[src/rtl/dht11_read_ctrl.sv]
// dht11_read_ctrl: sequences DHT11 decoder reads with inter-read gap, timeout, checksum retry and a valid/ready result.
// Optional macro DHT11_LAST_GOOD_EN: failed results carry the last good reading on out_data.
module dht11_read_ctrl #(
    parameter int MIN_GAP_CYCLES = 50_000_000,
    parameter int TIMEOUT_CYCLES = 5_000_000,
    parameter int MAX_RETRIES    = 2
) (
    input  logic        clock,
    input  logic        reset,
    input  logic        request,
    output logic        busy,
    output logic        sensor_enable,
    output logic        sensor_reset,
    input  logic        sensor_hold,
    input  logic        sensor_error,
    input  logic [7:0]  hum_int,
    input  logic [7:0]  hum_float,
    input  logic [7:0]  temp_int,
    input  logic [7:0]  temp_float,
    input  logic [7:0]  checksum,
    output logic        out_valid,
    input  logic        out_ready,
    output logic [31:0] out_data,
    output logic [1:0]  out_status,
    output logic [1:0]  out_attempts
);
    typedef enum logic [2:0] {IDLE, GAP, PULSE, WAIT_START, WAIT_DONE, CHECK, OUTPUT} state_t;

    localparam logic [25:0] GAP_MAX   = 26'(MIN_GAP_CYCLES);
    localparam logic [25:0] TMO_LAST  = 26'(TIMEOUT_CYCLES - 1);
    localparam logic [1:0]  RETRY_MAX = 2'(MAX_RETRIES);

    state_t      state;
    logic [25:0] gap_cnt, tmo_cnt;
    logic [1:0]  retry, status;
    logic        pulse_2nd, err_seen, tmo_seen, tmo_hit;
    logic [7:0]  sum;
    logic [31:0] data, fail_data;

    assign sum     = hum_int + hum_float + temp_int + temp_float;
    assign data    = {hum_int, hum_float, temp_int, temp_float};
    assign tmo_hit = tmo_cnt >= TMO_LAST;
    // a timeout outranks a decoder error, which outranks a checksum mismatch
    assign status  = tmo_seen ? 2'b11 : err_seen ? 2'b10 : (sum != checksum) ? 2'b01 : 2'b00;

`ifdef DHT11_LAST_GOOD_EN
    logic [31:0] last_good;
    always_ff @(posedge clock or negedge reset) begin
        if (!reset)
            last_good <= '0;
        else if (state == CHECK && status == 2'b00)
            last_good <= data;
    end
    assign fail_data = last_good;
`else
    assign fail_data = '0;
`endif

    always_ff @(posedge clock or negedge reset) begin
        if (!reset) begin
            state         <= IDLE;
            busy          <= 1'b0;
            sensor_enable <= 1'b1;
            sensor_reset  <= 1'b0;
            out_valid     <= 1'b0;
            out_data      <= '0;
            out_status    <= 2'b00;
            out_attempts  <= 2'b00;
            gap_cnt       <= '0;
            tmo_cnt       <= '0;
            retry         <= 2'b00;
            pulse_2nd     <= 1'b0;
            err_seen      <= 1'b0;
            tmo_seen      <= 1'b0;
        end else begin
            sensor_enable <= 1'b1;
            if (gap_cnt != GAP_MAX)
                gap_cnt <= gap_cnt + 1'b1;
            if (!tmo_hit)
                tmo_cnt <= tmo_cnt + 1'b1;
            case (state)
                IDLE: if (request) begin
                    busy     <= 1'b1;
                    retry    <= 2'b00;
                    err_seen <= 1'b0;
                    tmo_seen <= 1'b0;
                    state    <= GAP;
                end
                GAP: if (gap_cnt == GAP_MAX) begin
                    sensor_reset <= 1'b1;
                    pulse_2nd    <= 1'b0;
                    gap_cnt      <= '0;
                    tmo_cnt      <= '0;
                    state        <= PULSE;
                end
                PULSE: begin
                    pulse_2nd <= 1'b1;
                    if (pulse_2nd) begin
                        sensor_reset <= 1'b0;
                        state        <= WAIT_START;
                    end
                end
                WAIT_START: if (tmo_hit) begin
                    tmo_seen <= 1'b1;
                    state    <= CHECK;
                end else if (sensor_hold)
                    state <= WAIT_DONE;
                WAIT_DONE: begin
                    if (sensor_error)
                        err_seen <= 1'b1;
                    if (tmo_hit) begin
                        tmo_seen <= 1'b1;
                        state    <= CHECK;
                    end else if (!sensor_hold)
                        state <= CHECK;
                end
                CHECK: if (status != 2'b00 && retry < RETRY_MAX) begin
                    retry    <= retry + 1'b1;
                    err_seen <= 1'b0;
                    tmo_seen <= 1'b0;
                    state    <= GAP;
                end else begin
                    out_valid    <= 1'b1;
                    out_data     <= (status == 2'b00) ? data : fail_data;
                    out_status   <= status;
                    out_attempts <= retry;
                    state        <= OUTPUT;
                end
                OUTPUT: if (out_ready) begin
                    out_valid <= 1'b0;
                    busy      <= 1'b0;
                    state     <= IDLE;
                end
                default: state <= IDLE;
            endcase
        end
    end
endmodule

[config.mk]
export PLATFORM = sky130hd
export DESIGN_NAME = dht11_read_ctrl
export DESIGN_NICKNAME = d
export VERILOG_FILES = /design/src/rtl/dht11_read_ctrl.sv
export SDC_FILE = /design/constraint.sdc
export NUM_CORES = 1
export LEC_CHECK = 0
export ABC_AREA = 1
export BUFFER_PORTS_ARGS = -buffer_cell sky130_fd_sc_hd__buf_2
export CORE_ASPECT_RATIO = 0.7
export CORE_MARGIN = 3
export CORE_UTILIZATION = 58
export CTS_BUF_LIST = sky130_fd_sc_hd__clkbuf_16
export DETAILED_ROUTE_END_ITERATION = 8
export MAX_ROUTING_LAYER = met4
export PLACE_DENSITY = 0.87
export SLEW_MARGIN = 20
export SYNTH_ARGS = -nofsm -noshare
export SYNTH_HDL_FRONTEND = slang
export SYNTH_SLANG_ARGS = --single-unit
[constraint.sdc]
create_clock -name clock -period 1.98 [get_ports clock]
set_input_delay 0.198 -clock clock [delete_from_list [all_inputs] [get_ports clock]]
set_output_delay 0.198 -clock clock [all_outputs]
set_load 0.005 [all_outputs]
==> results by group <==
STA
  • Slew HR: 59.9%
  • Final WS setup: -1.24 ns
  • RSZ-0062 raised after global routing: true
  • Period utilisation layout: 163%
  • Max-slew violations: 0
  • Setup Total Neg Slack: -51.72 ns
  • Final Hold Fails: 0
  • Fin Clk Skew: approximately 0.008 ns
  • Final setup fails: 56
  • Max Clk Rate: just over 300 MHz
  • Fin crit period: 3.22 ns
  • Worst-Margin Slew: around 0.60 ns
  • Min Hold Slack: 0.0508 ns

Critical path
  • Reg-to-Reg Start: gap_cnt[14]
  • Reg2Reg Depth: 12
  • CP Buf/Inv Count: 4
  • Largest fanout on the critical path: 31
  • Slowest stage delay, CP: about 0.54 ns
  • R2R Setup Slk: -0.25 ns
  • Critical-path cell list: buf_6 > fa_1 > inv_1 > fa_1 > inv_2 > ha_4 > fa_2 > xnor2_1 > nand3_1 > nor2_2 > nand2_2 > nor3_4 > nand3_4 > nand2_4 > nand2_4 > buf_12 > nand2_1 > nand2_2
  • Worst R2R End: state[2]
  • WP depth: 18
  • CP Capture Type: flop
  • Data required time of the worst path: between 2 and 2.5 ns
  • Critical-path top delay cell: fa_1
  • Startpoint types: input pin
  • Arr. time, crit path: approximately 3.4 ns
  • Crit path kind: input pin to flop
  • CP startpoint: hum_int[1]
  • Worst path top cell family by delay: adder cells
  • Crit path to: out_data[16]

Logic synthesis
  • Number of unique standard cell types used by synthesis: 46
  • Predominant post-synthesis flop cell: dfrtp_1
  • Synthesized Nets: about 820
  • Synth warn: 0
  • Seq cells post-synth: 99
  • Sequential fraction of the synthesis area: a little over two fifths
  • Synth area leader: dfrtp_1
  • Mapped Area: a little under 6000 µm²
  • Syn avg cell area: 7.85 µm²
  • Post-synth top area share: a little over two fifths
  • Synth Instances: approximately 750
  • Post-synth EDFFs: 0
  • Async S/R FF share, synth: 100%
  • Top cells by area, synth: dfrtp_1 42%, nand2_1 14%, inv_1 6.8%

Die
  • Ports: 86
  • Die Wd: approximately 130 µm
  • Initial Utilization: between 60 and 70%
  • Vert. Die Dim: around 90 µm
  • Die area: around 11000 µm²
  • Rows: 29
  • Core area: around 9400 µm²

Route
  • Via density: 5.70
  • Antenna-violating nets left: 0
  • Drt first pass iters: 5
  • Starting DRT DRC Count: around 560
  • WL/cell: roughly 17 µm
  • # DRC: 0
  • Via count: slightly below 6000
  • Detailed Route WL: 17000 µm

Pwr
  • PD cells: 842 nW/µm²
  • Combinational power share: 33.7%
  • Worst VDD drop: 755 µV
  • Internal power: 4.20 mW
  • P_sw: 2.26 mW
  • Switch share: roughly a third
  • Leakage: between 4 and 5 nW
  • Reg power frac: 37.8%
  • Share of total power in the clock network: between 20 and 30%

Final layout
  • Fraction of layout cells with a size suffix above 1: between 20% and 30%
  • Area growth, synth to finish: 31.2%
  • Layout net count: 972
  • Ant. Diodes: 0

Clock tree
  • Clk_lat worst skew: approximately 0.35 ns
  • H-tree depth: 3
  • Clock transition at the registers of the reported paths: around 0.070 ns
  • Number of CTS-inserted buffers: 9
  • CTS Buffer Depth: 2
  • CTS root buffer: clkbuf_16
  • CTS sink count: 99
  • CTS tree: yes

Global routing
  • Initial antenna violation count: 0
  • Vias in the first global route: 5411
  • Global-route wire length before repair: 25800 µm
  • GRT overflow: 0
  • Gr usage total: 28.4%
  • Largest net degree at the start of global routing: between 40 and 50

Placed design
  • HPWL Detailed: about 12000 µm
  • Port bufs: 84
  • GPL Wtd Cong: roughly 0.98
  • Place WS: -1.61 ns

Flow run
  • Max Cap Viol: 0

Run status
  • Failing checks: negative setup slack
  • Status: finished, violations left

Hold path
  • Min-Delay Path Class: input pin to flop
==> worst reg2reg max path: stages (launching register included) <==
cell,delay [ns]
dfrtp_1,0.40
nand2_1,0.13
inv_1,0.08
nand2_1,0.10
inv_1,0.11
nand2_1,0.09
inv_1,0.12
nand3_2,0.17
a211oi_1,0.33
o21ai_0,0.26
inv_1,0.22
nand2_1,0.08
o21ai_1,0.08
==> cells by family (layout without fill, tap and decap cells) <==
family / count (synthesis) / after routing / share of synthesized area (%)
AOI/OAI and AO/OA: 70 / 70 / 6.76
xor gates and xnor gates: 30 / 30 / 4.49
adders and majority gates: 25 / 25 / 7.15
buffers and inverters: 121 / 280 / 8.30
DFF: 99 / 99 / 42.4
muxes: 1 / 1 / 0.171
other: 1 / 1 / 0.0641
and+or+nand+nor: 398 / 398 / 30.7
==> timing repair <==
| item | 4_1_cts | 5_1_grt |
|---|---|---|
| resized for setup | 25 | 80 |
| pin swaps | 3 | 18 |
| setup endpoints to repair | 55 | 76 |
| endpoints found under the hold margin | 39 | 0 |
| buffers inserted | 4 | 17 |
| hold buffers | 1 | 0 |
==> through the flow <==
stage / cell area, µm² / utilization (%) / std cells / power (mW)
2_1_floorplan: 5880 / - / 745 / 3.70
3_3_place_gp: 6820 / 72.3 / 994 / 4.27
3_5_place_dp: 6820 / 72.3 / 994 / 4.37
4_1_cts: 7240 / 76.8 / 1012 / 6.27
5_1_grt: 7670 / 81.3 / 1028 / 6.84
6_report: 7670 / 81.3 / 1028 / 6.46
==> flip-flops by register name (all words and copies together), names as in the netlist <==
| signal | count |
|---|---|
| tmo_cnt | 26 |
| err_seen | 1 |
| retry | 2 |
| out_status | 2 |
| gap_cnt | 26 |
| out_valid | 1 |
| busy | 1 |
| state | 3 |
| out_attempts | 2 |
| sensor_reset | 1 |
| out_data | 32 |
| tmo_seen | 1 |
| pulse_2nd | 1 |
==> cell usage in the layout (no fill, tap or decap), types with 9 or more instances in the layout <==
cell type and n:
a21oi_1 18, buf_2 82, buf_4 64, clkbuf_16 9, dfrtp_1 99, fa_1 13
ha_1 9, inv_1 99, nand2_1 195, nand2_2 15, nand3_1 36, nand3_2 11
nand4_1 21, nor2_1 48, nor2_2 11, nor3_1 20, o21ai_0 13, o21ai_1 14
xor2_1 23
==> cells in the mapped netlist, drive strengths merged (3+ instances only) <==
library cell / number
a211oi: 4
dfrtp: 99
inv: 108
nand2: 216
nand3: 49
a221oi: 5
ha: 11
nor2: 65
nor3: 27
nand3b: 3
xor2: 23
xnor2: 7
nor4: 11
a21oi: 20
o21ai: 33
nand4: 22
fa: 14
clkbuf: 4
buf: 9
==> area by class of cell <==
type,count,area [µm²]
Multi-Input combinational cell,525,3250
Sequential cell,99,2480
Fill cell,576,1760
Timing Repair Buffer,158,1070
Inverter,108,412
Clock buffer,9,225
Tap cell,124,155
Clock inverter,5,80.1
==> power by group through the flow <==
stage | Combinational, mW | Sequential, mW | Clock (mW)
after floorplan | 1.27 | 2.44 | 0
after global placement | 1.82 | 2.45 | 0
after detailed placement | 1.91 | 2.46 | 0
after CTS | 2.00 | 2.43 | 1.85
after global routing | 2.43 | 2.46 | 1.94
final | 2.18 | 2.44 | 1.84
==> worst min-delay path by stage <==
stage | start | cells after the start | slack [ns] | endpoint
finish | out_ready | 2 | 0.05 | busy
detailed placement | reset | 1 | 0.23 | out_data[16]
CTS | out_ready | 2 | 0.05 | busy
global route | out_ready | 2 | 0.06 | busy
global placement | reset | 1 | 0.22 | out_data[17]
floorplan | reset | 0 | -0.1 | busy
==> metal layers <==
| metal | up-vias | track usage, % | part of all wire [%] |
|---|---|---|---|
| met1 | 2776 | 38.8 | 41 |
| met3 | 57 | 4.86 | 7.8 |
| met4 | 0 | 7.23 | 2.4 |
| met2 | 318 | 44.6 | 49 |
| li1 | 2711 | - | - |
| met5 | - | - | 0 |
Note: power is estimated with default switching activity, not from simulation.
